File: config.mk
export PLATFORM = sky130hd
export DESIGN_NAME = div_iter_flat
export DESIGN_NICKNAME = d
export VERILOG_FILES = /design/src/rtl/div_iter_if.sv /design/src/rtl/div_iter.sv /design/src/flat_wrapper.sv
export SDC_FILE = /design/constraint.sdc
export NUM_CORES = 1
export LEC_CHECK = 0
export CORE_MARGIN = 10
export CORE_UTILIZATION = 60
export CTS_BUF_LIST = sky130_fd_sc_hd__clkbuf_4
export CTS_CLUSTER_SIZE = 14
export DETAILED_ROUTE_END_ITERATION = 6
export GPL_ROUTABILITY_DRIVEN = 0
export PLACE_DENSITY_LB_ADDON = 0.2
export SYNTH_ARGS = -nofsm -noshare
export SYNTH_HDL_FRONTEND = slang
export SYNTH_SLANG_ARGS = --single-unit
File: constraint.sdc
create_clock -name clk -period 5.6 [get_ports clk]
set_input_delay 1.68 -clock clk [delete_from_list [all_inputs] [get_ports clk]]
set_output_delay 1.68 -clock clk [all_outputs]
set_load 0.01 [all_outputs]
File: src/rtl/div_iter_if.sv
// Handshake and data bundle between the EX-stage issue logic and the
// iterative divider. The master issues operations and acknowledges results.
// The slave is the divider.
interface div_iter_if #(
  parameter int WIDTH = 32
) ();
  logic               start;
  logic               sign;
  logic [WIDTH-1:0]   opa;
  logic [WIDTH-1:0]   opb;
  logic               cancel;
  logic               ack;
  logic               busy;
  logic               valid;
  logic [2*WIDTH-1:0] divres;

  modport master (
    output start, sign, opa, opb, cancel, ack,
    input  busy, valid, divres
  );

  modport slave (
    input  start, sign, opa, opb, cancel, ack,
    output busy, valid, divres
  );
endinterface

File: src/rtl/div_iter.sv
// Iterative radix-2 restoring divider for DIV/DIVU.
// The result is packed as {remainder, quotient}, which is the hi/lo order
// that the MEM-stage HILO logic uses.
//
// state | meaning
// IDLE  | waiting for start; operands are sampled here
// CALC  | one quotient bit per cycle, MSB first, on the operand magnitudes
// FIX   | applies the quotient and remainder signs and registers divres
// DONE  | result valid and held until ack
module div_iter #(
  parameter int WIDTH = 32
) (
  input logic       clk,
  input logic       resetn,
  div_iter_if.slave bus
);

  localparam int              CNT_W = $clog2(WIDTH);
  localparam logic [CNT_W-1:0] LAST = CNT_W'(WIDTH - 1);

  typedef enum logic [1:0] {
    IDLE = 2'd0,
    CALC = 2'd1,
    FIX  = 2'd2,
    DONE = 2'd3
  } state_t;

  state_t             state_q;
  state_t             state_d;
  logic [CNT_W-1:0]   cnt;
  logic [WIDTH-1:0]   dvsr;
  logic [WIDTH-1:0]   quo;
  logic [WIDTH-1:0]   prem;
  logic               qneg;
  logic               rneg;
  logic               valid_q;
  logic [2*WIDTH-1:0] divres_q;
  logic               busy_c;

  logic [WIDTH-1:0] mag_a;
  logic [WIDTH-1:0] mag_b;
  logic [WIDTH:0]   shifted;
  logic [WIDTH-1:0] trial;
  logic             take;
  logic [WIDTH-1:0] quot_fix;
  logic [WIDTH-1:0] rem_fix;

  // Operand magnitudes. Unsigned operations use the raw operand bits.
  assign mag_a = (bus.sign && bus.opa[WIDTH-1]) ? -bus.opa : bus.opa;
  assign mag_b = (bus.sign && bus.opb[WIDTH-1]) ? -bus.opb : bus.opb;

  // Restoring step. The remainder always stays below the divisor, so the
  // low WIDTH bits of the trial difference are exact whenever it is taken.
  assign shifted = {prem, quo[WIDTH-1]};
  assign trial   = shifted[WIDTH-1:0] - dvsr;
  assign take    = (shifted >= {1'b0, dvsr});

  assign quot_fix = qneg ? -quo  : quo;
  assign rem_fix  = rneg ? -prem : prem;

  // State register
  always_ff @(posedge clk or negedge resetn) begin
    if (!resetn) state_q <= IDLE;
    else         state_q <= state_d;
  end

  // Next-state logic and the combinational stall request. cancel overrides everything.
  always_comb begin
    state_d = state_q;
    busy_c  = 1'b0;
    case (state_q)
      IDLE: begin
        if (bus.start) begin
          busy_c  = 1'b1;
          state_d = (mag_b == '0) ? DONE : CALC;
        end
      end
      CALC: begin
        busy_c = 1'b1;
        if (cnt == LAST) state_d = FIX;
      end
      FIX: begin
        busy_c  = 1'b1;
        state_d = DONE;
      end
      DONE: begin
        if (bus.ack) state_d = IDLE;
      end
      default: state_d = IDLE;
    endcase
    if (bus.cancel) begin
      state_d = IDLE;
      busy_c  = 1'b0;
    end
  end

  // Datapath: operand capture, iteration, sign fix-up and result hold.
  // divres is loaded only when entering DONE, so it is stable while valid is high.
  always_ff @(posedge clk or negedge resetn) begin
    if (!resetn) begin
      cnt      <= '0;
      dvsr     <= '0;
      quo      <= '0;
      prem     <= '0;
      qneg     <= 1'b0;
      rneg     <= 1'b0;
      valid_q  <= 1'b0;
      divres_q <= '0;
    end else begin
      case (state_q)
        IDLE: begin
          if (bus.start && !bus.cancel) begin
            dvsr <= mag_b;
            quo  <= mag_a;
            prem <= '0;
            cnt  <= '0;
            qneg <= bus.sign & (bus.opa[WIDTH-1] ^ bus.opb[WIDTH-1]);
            rneg <= bus.sign & bus.opa[WIDTH-1];
            if (mag_b == '0) divres_q <= {bus.opa, {WIDTH{1'b1}}};
          end
        end
        CALC: begin
          if (!bus.cancel) begin
            prem <= take ? trial : shifted[WIDTH-1:0];
            quo  <= {quo[WIDTH-2:0], take};
            if (cnt != LAST) cnt <= cnt + 1'b1;
          end
        end
        FIX: begin
          if (!bus.cancel) divres_q <= {rem_fix, quot_fix};
        end
        default: ;
      endcase
      valid_q <= (state_d == DONE);
    end
  end

  assign bus.busy   = busy_c;
  assign bus.valid  = valid_q;
  assign bus.divres = divres_q;

endmodule

File: src/flat_wrapper.sv
// flat-port wrapper written by rule: the top's interface ports become plain ports
module div_iter_flat 
#(
  parameter int WIDTH = 32
)
  (clk, resetn, bus_start, bus_sign, bus_opa, bus_opb, bus_cancel, bus_ack, bus_busy, bus_valid, bus_divres);
  div_iter_if #(.WIDTH(WIDTH)) bus_i ();
  input logic clk;
  input logic resetn;
  input wire logic [$bits(bus_i.start)-1:0] bus_start;
  input wire logic [$bits(bus_i.sign)-1:0] bus_sign;
  input wire logic [$bits(bus_i.opa)-1:0] bus_opa;
  input wire logic [$bits(bus_i.opb)-1:0] bus_opb;
  input wire logic [$bits(bus_i.cancel)-1:0] bus_cancel;
  input wire logic [$bits(bus_i.ack)-1:0] bus_ack;
  output wire logic [$bits(bus_i.busy)-1:0] bus_busy;
  output wire logic [$bits(bus_i.valid)-1:0] bus_valid;
  output wire logic [$bits(bus_i.divres)-1:0] bus_divres;
  assign bus_i.start = bus_start;
  assign bus_i.sign = bus_sign;
  assign bus_i.opa = bus_opa;
  assign bus_i.opb = bus_opb;
  assign bus_i.cancel = bus_cancel;
  assign bus_i.ack = bus_ack;
  assign bus_busy = bus_i.busy;
  assign bus_valid = bus_i.valid;
  assign bus_divres = bus_i.divres;
  div_iter #(.WIDTH(WIDTH)) u_core (.clk(clk), .resetn(resetn), .bus(bus_i));
endmodule
==> results of run 1 <==
Yosys cell counts, drive strengths merged (3+ instances only):
master / number / area (um2)
clkbuf: 64 / 240
and3: 5 / 31.3
nand2: 128 / 480
a31oi: 8 / 50.1
a31o: 6 / 52.6
or3: 22 / 138
nor4: 15 / 100
buf: 12 / 62.6
or2: 13 / 81.3
a2bb2oi: 31 / 272
xor2: 97 / 850
mux2: 37 / 417
nor2b: 8 / 50.1
or4: 26 / 199
nand2b: 11 / 68.8
a21boi: 4 / 30.0
nand3: 20 / 100
nand4b: 3 / 26.3
and2: 6 / 37.5
nor3: 27 / 151
a211oi: 8 / 60.1
o221ai: 7 / 61.3
o22ai: 4 / 25.0
o31ai: 28 / 210
nand4: 7 / 43.8
o211ai: 5 / 37.5
a21o: 17 / 128
o41ai: 17 / 149
mux2i: 32 / 320
ha: 43 / 538
dfrtp: 170 / 4250
a21oi: 83 / 415
nand3b: 5 / 37.5
inv: 53 / 199
xnor2: 52 / 455
o21a: 5 / 37.5
o21ai: 143 / 716
a22oi: 32 / 240
nor2: 95 / 357
worst max-delay path, cell delays in order:
cell and delay (ps):
sky130_fd_sc_hd__clkdlybuf4s50_1 410, sky130_fd_sc_hd__or4_1 590, sky130_fd_sc_hd__or4_4 560, sky130_fd_sc_hd__nor3_2 220, sky130_fd_sc_hd__xor2_1 170, sky130_fd_sc_hd__a31oi_1 90, sky130_fd_sc_hd__or3_1 380, sky130_fd_sc_hd__o41a_1 510
sky130_fd_sc_hd__nor3_4 180, sky130_fd_sc_hd__buf_12 270, sky130_fd_sc_hd__buf_4 270, sky130_fd_sc_hd__a2bb2oi_1 200
through the flow:
| step | worst slack, ps | hold WS (ps) | power (mW) | area (um2) | setup TNS [ps] |
|---|---|---|---|---|---|
| floorplan | 484 | 426 | 3.93 | 12000 | 0 |
| global placement | 37.2 | 451 | 4.85 | 13700 | 0 |
| detailed placement | -45.5 | 449 | 4.95 | 13700 | -142 |
| CTS | 609 | 468 | 5.62 | 14000 | 0 |
| global route | 347 | 489 | 6.03 | 14000 | 0 |
| finish | 554 | 469 | 5.62 | 14000 | 0 |
logic make-up after synthesis:
| logic type | Yosys count | share of synthesized area [%] |
|---|---|---|
| and+or+nand+nor | 397 | 16.3 |
| muxes | 69 | 6.17 |
| adders and majority gates | 44 | 4.67 |
| xor gates and xnor gates | 149 | 10.9 |
| buffers and inverters | 129 | 4.20 |
| DFF | 170 | 35.6 |
| AOI/OAI and AO/OA | 416 | 22.1 |
metal layers:
| layer | vias up | wire [um] |
|---|---|---|
| li1 | 5257 | - |
| met3 | 49 | 2040 |
| met5 | - | 0 |
| met1 | 5127 | 13300 |
| met4 | 0 | 496 |
| met2 | 402 | 15700 |
report_power, final:
| part | internal [mW] | switching (mW) |
|---|---|---|
| Clock | 0.192 | 0.485 |
| Sequential | 1.65 | 0.412 |
| Combinational | 1.35 | 1.53 |
| Total | 3.20 | 2.42 |
layout make-up:
class,count,area [um2]
Fill cell,1566,5530
Sequential cell,170,4250
Inverter,53,199
Antenna cell,2,5.00
Tap cell,265,332
Multi-Input combinational cell,1075,7220
Clock inverter,15,131
Clock buffer,17,128
Timing Repair Buffer,180,1730
cell usage in the layout, fill, tap and decap left out, types with 25 or more instances in the layout:
| cell | count |
|---|---|
| sky130_fd_sc_hd__inv_1 | 53 |
| sky130_fd_sc_hd__ha_1 | 42 |
| sky130_fd_sc_hd__xor2_1 | 97 |
| sky130_fd_sc_hd__dfrtp_1 | 170 |
| sky130_fd_sc_hd__a22oi_1 | 32 |
| sky130_fd_sc_hd__a21oi_1 | 83 |
| sky130_fd_sc_hd__nor3_1 | 25 |
| sky130_fd_sc_hd__mux2i_1 | 32 |
| sky130_fd_sc_hd__o31ai_1 | 28 |
| sky130_fd_sc_hd__clkdlybuf4s50_1 | 134 |
| sky130_fd_sc_hd__nand2_1 | 128 |
| sky130_fd_sc_hd__xnor2_1 | 52 |
| sky130_fd_sc_hd__nor2_1 | 95 |
| sky130_fd_sc_hd__buf_4 | 42 |
| sky130_fd_sc_hd__o21ai_0 | 142 |
| sky130_fd_sc_hd__mux2_2 | 36 |
| sky130_fd_sc_hd__or4_1 | 25 |
| sky130_fd_sc_hd__a2bb2oi_1 | 31 |
registers in the layout, indices dropped and copies added, names as in the netlist, 2 cells and up:
register / flops
u_core.dvsr: 32
u_core.state_q: 2
u_core.quo: 32
u_core.prem: 32
u_core.bus.divres: 64
u_core.cnt: 5
path summary, 6_finish.rpt:
path,from,end,cells after the start
max in group asynchronous,resetn,u_core.bus.divres[47],2
min,u_core.cnt[3],u_core.cnt[3],1
min reg2reg,u_core.cnt[3],u_core.cnt[3],1
min in group asynchronous,resetn,u_core.bus.divres[27],1
max,bus_opb[14],u_core.bus.divres[17],12
max reg2reg,u_core.prem[4],u_core.bus.divres[63],9
==> flow_summary.json, run 1 <==
{
  "die-area_um2": 26000,
  "htree_num_levels": 4,
  "ys_async_sr_fraction_pct": 100,
  "total_standard_cell_area_after_synthesis_um2": 12000,
  "setup_repair_after_global_routing_missed_its_margin": "no",
  "grt.met2_usage_pct": 41.5,
  "grt_usage_pct": 23.8,
  "syn-instance-count": 1374,
  "met3_usage_pct": 4.42,
  "timing.critical_path.from_type": "input port",
  "clock_latency_on_the_worst_skew_pair_ps": 590,
  "cts.hold.buffers_added": 0,
  "num_rows": 51,
  "irDropWorstVdd_mv": 0.180,
  "dp_cells": 1743,
  "cts_inserted_buffers": 17,
  "synth_area_per_cell_um2": 8.70,
  "buffer_ports.inserted": 135,
  "ant_nets": 0,
  "clock_path_buffers": 2,
  "power.density_cell_area_nw_per_um2": 402,
  "maxCapViolations": 0,
  "final_layout_size_suffix_gt1_share_pct": 9.34,
  "first_iter_violations": 724,
  "cts_clock_pin_slew_for_the_worst_setup_and_hold_paths_ps": 150,
  "finClkSkew_ps": 16.1,
  "busiest_layer": "met2",
  "critPathMaxFanout": 40,
  "layout-area-overhead-vs-synth_pct": 17.1,
  "post-cts-setup-buffers": 0,
  "final.min_clock_period_ps": 5050,
  "post-route-period-util_pct": 90.1,
  "initial_core_util_pct": 61.2,
  "cts_repair_resize_count": 0,
  "finish.net_count": 1611,
  "postLayoutCoreUtil_pct": 71.7,
  "crit_required_ps": 6120,
  "hold_viol": 0,
  "routedWlPerCell_um": 17.7,
  "hpwl_detailed_mm": 24.3,
  "ys.warnings.count": 0,
  "timing.slew.headroom_pct": 17.5,
  "first_global_vias": 10200,
  "cts.root.buffer_cell": "sky130_fd_sc_hd__clkbuf_4",
  "synth_enable_flop_cells": 0,
  "clock-sinks": 170,
  "routed_wirelength_mm": 31.5,
  "grt.overflow.total": 0,
  "grt_pass1_wl_mm": 51.8,
  "num_vias": 10800,
  "setup.worst_path.class": "input port to register",
  "chipHeight_um": 161,
  "slew_viol_final": 0,
  "clock.fmax_mhz": 198,
  "sequential_area_share_after_synthesis_pct": 35.6,
  "core_um2": 19500,
  "timing.hold.worst.class": "register to register",
  "final-instance-count-excl-fill": 1777,
  "detail_route.first_pass.iterations": 5,
  "ys.flop_type": "sky130_fd_sc_hd__dfrtp_1",
  "antenna_found_initial": 2,
  "status": "complete, no violations",
  "critical_path.endpoint_type": "register",
  "vias_per_cell": 6.10,
  "rrSetupSlack_ps": 1670,
  "cts_tree": "done",
  "die_w_um": 161,
  "synth_seq_cells": 170,
  "floorplan.io_pins": 136,
  "post_synthesis_cell_type_count": 65,
  "postSynthNetCount": 1488,
  "global_route.usage.met1_pct": 29.4,
  "maximum_number_of_pins_on_one_net_before_global_route_repair": 92,
  "drc_errors": 0,
  "worst_slew_pin_slew_ps": 1240,
  "setup_violations": 0,
  "timing.critical_path.arrival_ps": 5570,
  "p_leak_nw": 5.77
}
No activity file was read; power rests on OpenSTA's default activity.
==> inputs of run 2 (changes only) <==
- GPL_TIMING_DRIVEN: not set -> 0
==> flow_summary.json, run 2 (synthesis results as in run 1) <==
{
  "status": "finished, violations left",
  "failed_checks": "design-rule violations",
  "total_switching_power_mw": 2.49,
  "crit_end": "u_core.bus.divres[47]",
  "timing.critical_path.from_type": "input port",
  "critPathMaxFanout": 10,
  "final_layout_size_suffix_gt1_share_pct": 6.89,
  "grt.met2_usage_pct": 44.9,
  "hpwl_detailed_mm": 26.8,
  "grt_usage_pct": 25.7,
  "critical_path.startpoint": "bus_opb[14]",
  "routed_wirelength_mm": 34.0,
  "clock.fmax_mhz": 182,
  "ff2ff_path_depth": 12,
  "layout-area-overhead-vs-synth_pct": 16.4,
  "design_power_total_mw": 5.73,
  "largest_reg_flops": 64,
  "antenna_found_initial": 1,
  "timing.slew.headroom_pct": 47.0,
  "cts.root.buffer_cell": "sky130_fd_sc_hd__clkbuf_4",
  "hold_viol": 0,
  "first_iter_violations": 894,
  "global_route.usage.met1_pct": 30.3,
  "timing.hold.worst.class": "register to register",
  "tns_ps": 0,
  "num_rows": 51,
  "cts_clock_pin_slew_for_the_worst_setup_and_hold_paths_ps": 150,
  "first_global_vias": 10900,
  "die-area_um2": 26000,
  "final.min_clock_period_ps": 5490,
  "maxCapViolations": 0,
  "htree_num_levels": 4,
  "finClkSkew_ps": 17.4,
  "cts_inserted_buffers": 17,
  "worst_r2r_startpoint": "u_core.prem[13]",
  "p_leak_nw": 5.68,
  "detail_route.first_pass.iterations": 7,
  "setup_violations": 0,
  "setup.worst_path.class": "input port to register",
  "slew_viol_final": 0,
  "crit_required_ps": 6090,
  "routedWlPerCell_um": 18.8,
  "timing.rr.end": "u_core.prem[20]",
  "timing.critical_path.arrival_ps": 5970,
  "buffer_ports.inserted": 128,
  "post-route-period-util_pct": 98.0,
  "initial_core_util_pct": 61.2,
  "clock_latency_on_the_worst_skew_pair_ps": 600,
  "detailed_place.area_um2": 13600,
  "clock-sinks": 170,
  "final_design_area_no_fill_um2": 13900,
  "die_w_um": 161,
  "sw_frac_of_total_pct": 43.4,
  "finish.net_count": 1639,
  "clkPwrFrac_pct": 11.8,
  "cts_tree": "done",
  "grt.overflow.total": 0,
  "drc_errors": 3,
  "clock_path_buffers": 2,
  "worst_slew_pin_slew_ps": 787,
  "timing.hold.ws_ps": 468,
  "grt_pass1_wl_mm": 54.9,
  "met3_usage_pct": 4.02,
  "final_common_cell": "sky130_fd_sc_hd__dfrtp_1",
  "sequential_power_share_pct": 35.1,
  "critical_path.endpoint_type": "register",
  "busiest_layer": "met2",
  "irDropWorstVdd_mv": 0.150,
  "ant_nets": 0,
  "power.density_cell_area_nw_per_um2": 412,
  "maximum_number_of_pins_on_one_net_before_global_route_repair": 100,
  "vias_per_cell": 6.16,
  "chipHeight_um": 161,
  "floorplan.io_pins": 136,
  "most-common-layout-cells": "sky130_fd_sc_hd__dfrtp_1 (170), sky130_fd_sc_hd__o21ai_0 (142), sky130_fd_sc_hd__nand2_1 (128)",
  "setup_repair_after_global_routing_missed_its_margin": "no",
  "num_vias": 11100,
  "core_um2": 19500,
  "internal-power_mw": 3.24,
  "rrSetupSlack_ps": 1650,
  "share_comb_of_total_power_pct": 53.1
}
==> run 2: per-layer routing <==
metal / vias up / share of wire (%)
li1: 5303 / -
met1: 5227 / 40
met2: 485 / 49
met3: 97 / 6.5
met4: 0 / 4.3
met5: - / 0
==> run 2: worst max-delay path, cell delays in order <==
cell	delay, ps
sky130_fd_sc_hd__clkdlybuf4s50_1	480
sky130_fd_sc_hd__or4_1	540
sky130_fd_sc_hd__clkbuf_1	210
sky130_fd_sc_hd__or4_4	590
sky130_fd_sc_hd__or3_1	320
sky130_fd_sc_hd__a211o_1	320
sky130_fd_sc_hd__a22oi_1	180
sky130_fd_sc_hd__nand4_1	100
sky130_fd_sc_hd__o41a_1	550
sky130_fd_sc_hd__nor3_4	260
sky130_fd_sc_hd__buf_12	150
sky130_fd_sc_hd__buf_4	210
sky130_fd_sc_hd__mux2_2	360
==> run 2: timing repair <==
item,CTS,global route
buffers inserted,3,0
endpoints found under the setup margin,62,62
pin swaps,1,1
gates resized for setup,1,6
endpoints found under the hold margin,0,0
hold buffers,0,0
==> run 2: layout make-up <==
cell class | instances | area, um2
Sequential cell | 170 | 4250
Timing Repair Buffer | 132 | 1350
Multi-Input combinational cell | 1075 | 7220
Buffer | 76 | 304
Clock buffer | 17 | 128
Clock inverter | 15 | 126
Tap cell | 265 | 332
Inverter | 53 | 199
Fill cell | 1565 | 5610
Antenna cell | 1 | 2.50
==> run 2: metrics by stage <==
step                      setup slack, ps  util (%)  instances
after floorplan                       484         -       1374
after global placement              -3800      69.5       1767
after detailed placement             -919      69.6       1768
after CTS                            7.86      71.1       1803
after global routing                 12.9      71.3       1804
final                                 113      71.3       1804
==> run 2: worst min path at each step <==
stage                        startpoint  cells past startpoint  slack [ps]       endpoint
after floorplan           u_core.cnt[3]                      1         430  u_core.cnt[3]
after global placement    u_core.cnt[3]                      1         450  u_core.cnt[3]
after detailed placement  u_core.cnt[3]                      1         450  u_core.cnt[3]
after CTS                 u_core.cnt[3]                      1         470  u_core.cnt[3]
after global routing      u_core.cnt[3]                      1         510  u_core.cnt[3]
final                     u_core.cnt[3]                      1         470  u_core.cnt[3]
==> run 2: power groups by stage <==
stage	Clock (mW)	Combinational [mW]	Sequential (mW)
after global routing	0.733	3.34	2.07
final	0.679	3.04	2.01
after CTS	0.681	3.03	2.00
after detailed placement	0	2.99	2.03
after floorplan	0	1.91	2.01
after global placement	0	2.91	2.01
==> RTL edit: new RTL, flow settings as in run 1 <==
`WIDTH` is set to 32 in 3 places; all go to 64.
--- a/src/rtl/div_iter_if.sv
+++ b/src/rtl/div_iter_if.sv
@@ -3,5 +3,5 @@
 // The slave is the divider.
 interface div_iter_if #(
-  parameter int WIDTH = 32
+  parameter int WIDTH = 64
 ) ();
   logic               start;
--- a/src/rtl/div_iter.sv
+++ b/src/rtl/div_iter.sv
@@ -9,5 +9,5 @@
 // DONE  | result valid and held until ack
 module div_iter #(
-  parameter int WIDTH = 32
+  parameter int WIDTH = 64
 ) (
   input logic       clk,
--- a/src/flat_wrapper.sv
+++ b/src/flat_wrapper.sv
@@ -2,5 +2,5 @@
 module div_iter_flat 
 #(
-  parameter int WIDTH = 32
+  parameter int WIDTH = 64
 )
   (clk, resetn, bus_start, bus_sign, bus_opa, bus_opb, bus_cancel, bus_ack, bus_busy, bus_valid, bus_divres);
Ports: changed (resized bus_divres, bus_opa and bus_opb); port bits go from 136 to 264. The function was not compared with the original's and may differ.
==> RTL edit against run 1 <==
  * Worst setup slack worse by 0.44 ns
  * Wire length rose by 130%
  * Cell area grew 110%
  * Sequential share of layout area down 1.8 points
  * Total power grew 100%
  * Synthesized area up 97%
  * Utilization grew 3.1 points
  * Sequential cell count grew 161
  * First-iteration DRC count grew to 3.2 times the old value
==> RTL edit: results (changes against run 1) <==
metric	value	unit	change
outcome	complete, no violations		unchanged
slowest CP cell	or4b_1		was or4_1
Post-DP Area	0.0279	mm2	was 0.0137 mm2
synth warn	0		unchanged
critical path fanouts, max	26		was 40
first-pass GRT wire length	115000	um	was 51800 um
VDD IR max	0.230	mV	was 0.180 mV
number of nets in the layout	3344		was 1611
GRT Total Usage	29.2	%	was 23.8%
met2 Use GR	47.4	%	was 41.5%
Mapped Avg Cell Area	8.59	um2	was 8.70 um2
met1 usage	38.2	%	was 29.4%
max reg flops	128		was 64
vias in the first global route	22300		was 10200
Seq/Total Area, Yosys	35.2	%	was 35.6%
met3 GRT Util	4.31	%	was 4.42%
DRT Pass-1 Iters	6		was 5
delay-heaviest family, CP	buffers and inverters		was simple AND/OR/NAND/NOR gates
Crit path largest cell delay	0.47	ns	was 0.59 ns
most common cell in the netlist	dfrtp_1		unchanged
layout cells sized above 1	12.9	%	was 9.34%
synthesized net count	2947		was 1488
Routed Antenna Nets	0		unchanged
initial antenna violation count	2		unchanged
Post-synth ARST share	100	%	unchanged
Routed WL per cell	19.4	um	was 17.7 um
placed insts	3563		was 1743
commonest cells in the netlist	331 x dfrtp_1, 284 x o21ai_0, 248 x nand2_1, 211 x xor2_1, 193 x nor2_1		was 170 x dfrtp_1, 142 x o21ai_0, 128 x nand2_1, 97 x xor2_1, 95 x nor2_1
Root Buffer	clkbuf_4		unchanged
H-tree lvl count	3		was 4
ys flop type	dfrtp_1		unchanged
pre-CTS WS	-0.743	ns	was -0.0455 ns
Final Util	74.8	%	was 71.7%
Final Skew	0.0543	ns	was 0.0161 ns
hpwl dp	55500	um	was 24300 um
Synth cell types	80		was 65
largest net degree at the start of global routing	132		was 92
final std cells w/o fill	3711		was 1777
Filler Cell Count	2806		was 1566
Slew HR	30.5	%	was 17.5%
CTS clk-pin slew, worst paths	0.06	ns	was 0.15 ns
vias per inst	6.21		was 6.10
Rows	72		was 51
total CTS buffers	83		was 17
Clock Tree Buf Depth	3		was 2
P_sw	4.87	mW	was 2.42 mW
Leak Pwr	12.5	nW	was 5.77 nW
Worst Hold Class	reg -> reg		unchanged
DR iter-0 viols	2337		was 724
Synth area leaders	dfrtp_1 35%, xor2_1 7.9%, o21ai_0 6.0%		was dfrtp_1 36%, xor2_1 7.1%, o21ai_0 5.9%
I/O Buffers	263		was 135
crit path DAT	6.10	ns	was 5.57 ns
worst skew pair latency	0.77	ns	was 0.59 ns
[RTL edit: cell count changes after synthesis, moves of 34 or more]
cell / before / now
a21oi_1: 83 / 186
a22oi_1: 32 / 70
a2bb2oi_1: 31 / 65
clkbuf_1: 64 / 141
dfrtp_1: 170 / 331
inv_1: 53 / 110
mux2_1: 1 / 51
nand2_1: 128 / 248
nor2_1: 95 / 193
o21ai_0: 142 / 284
xnor2_1: 52 / 105
xor2_1: 97 / 211
[RTL edit: layer usage]
layer	up-vias	wire [um]
met2	1195	33300
li1	10800	-
met3	200	6310
met4	0	2860
met5	-	0
met1	10900	29600
[RTL edit: what timing repair did]
item,in CTS,in global routing
gates resized for setup,0,17
buffers inserted,0,4
endpoints found under the setup margin,0,125
[RTL edit: cells by family (layout without fill, tap and decap cells)]
logic type / after synthesis / after routing / synth area share, %
AOI/OAI and AO/OA: 863 / 863 / 23.4
and+or+nand+nor: 763 / 763 / 15.9
DFF: 331 / 331 / 35.2
xor gates and xnor gates: 316 / 316 / 11.8
buffers and inverters: 282 / 735 / 4.74
muxes: 108 / 108 / 4.97
adders and majority gates: 75 / 75 / 4.02
other: 0 / 2 / 0
[RTL edit: layout make-up]
type	instances	area share, %
diodes	2	0.0173
clock buffers	120	3.11
clock inverters	21	0.311
inverters	110	1.42
multi-input cells	2125	49.0
flip-flops and latches	331	28.6
well taps	518	2.24
repair buffers	484	15.3
[RTL edit: worst register-to-register path: cells and delay by family (launching register included)]
family,cells,cell delay (ns)
AO/OA/AOI/OAI,6,1.99
multiplexers,1,0.26
flip-flops,1,0.48
AND/OR/NAND/NOR,4,1.42
adder cells (fa/ha/maj),1,0.46
[RTL edit: power groups by stage]
stage | Combinational, mW | Clock, mW | Sequential (mW)
2_1_floorplan | 3.50 | 0 | 3.86
3_3_place_gp | 5.25 | 0 | 3.96
3_5_place_dp | 5.44 | 0 | 4.01
4_1_cts | 5.46 | 2.01 | 3.97
5_1_grt | 6.08 | 2.14 | 4.10
6_report | 5.54 | 1.98 | 4.00
[RTL edit: stage by stage]
step / setup TNS (ns) / hold slack [ns]
floorplan: 0 / 0.450
CTS: 0 / 0.482
detailed placement: -79.39 / 0.470
finish: 0 / 0.480
global route: -1.39 / 0.504
global placement: -61.45 / 0.463
[RTL edit: worst paths after layout]
check | slack [ns] | cells past startpoint | end | startpoint
worst max-delay path | 0.12 | 20 | u_core.bus.divres[100] | bus_opb[1]
worst min-delay path | 0.48 | 2 | u_core.dvsr[48] | u_core.dvsr[48]
worst max register to register | 0.84 | 12 | u_core.prem[58] | u_core.prem[12]
worst min register to register | 0.48 | 2 | u_core.dvsr[48] | u_core.dvsr[48]
max in group asynchronous | 3.56 | 2 | u_core.bus.divres[41] | resetn
min in group asynchronous | 0.93 | 1 | u_core.bus.divres[10] | resetn
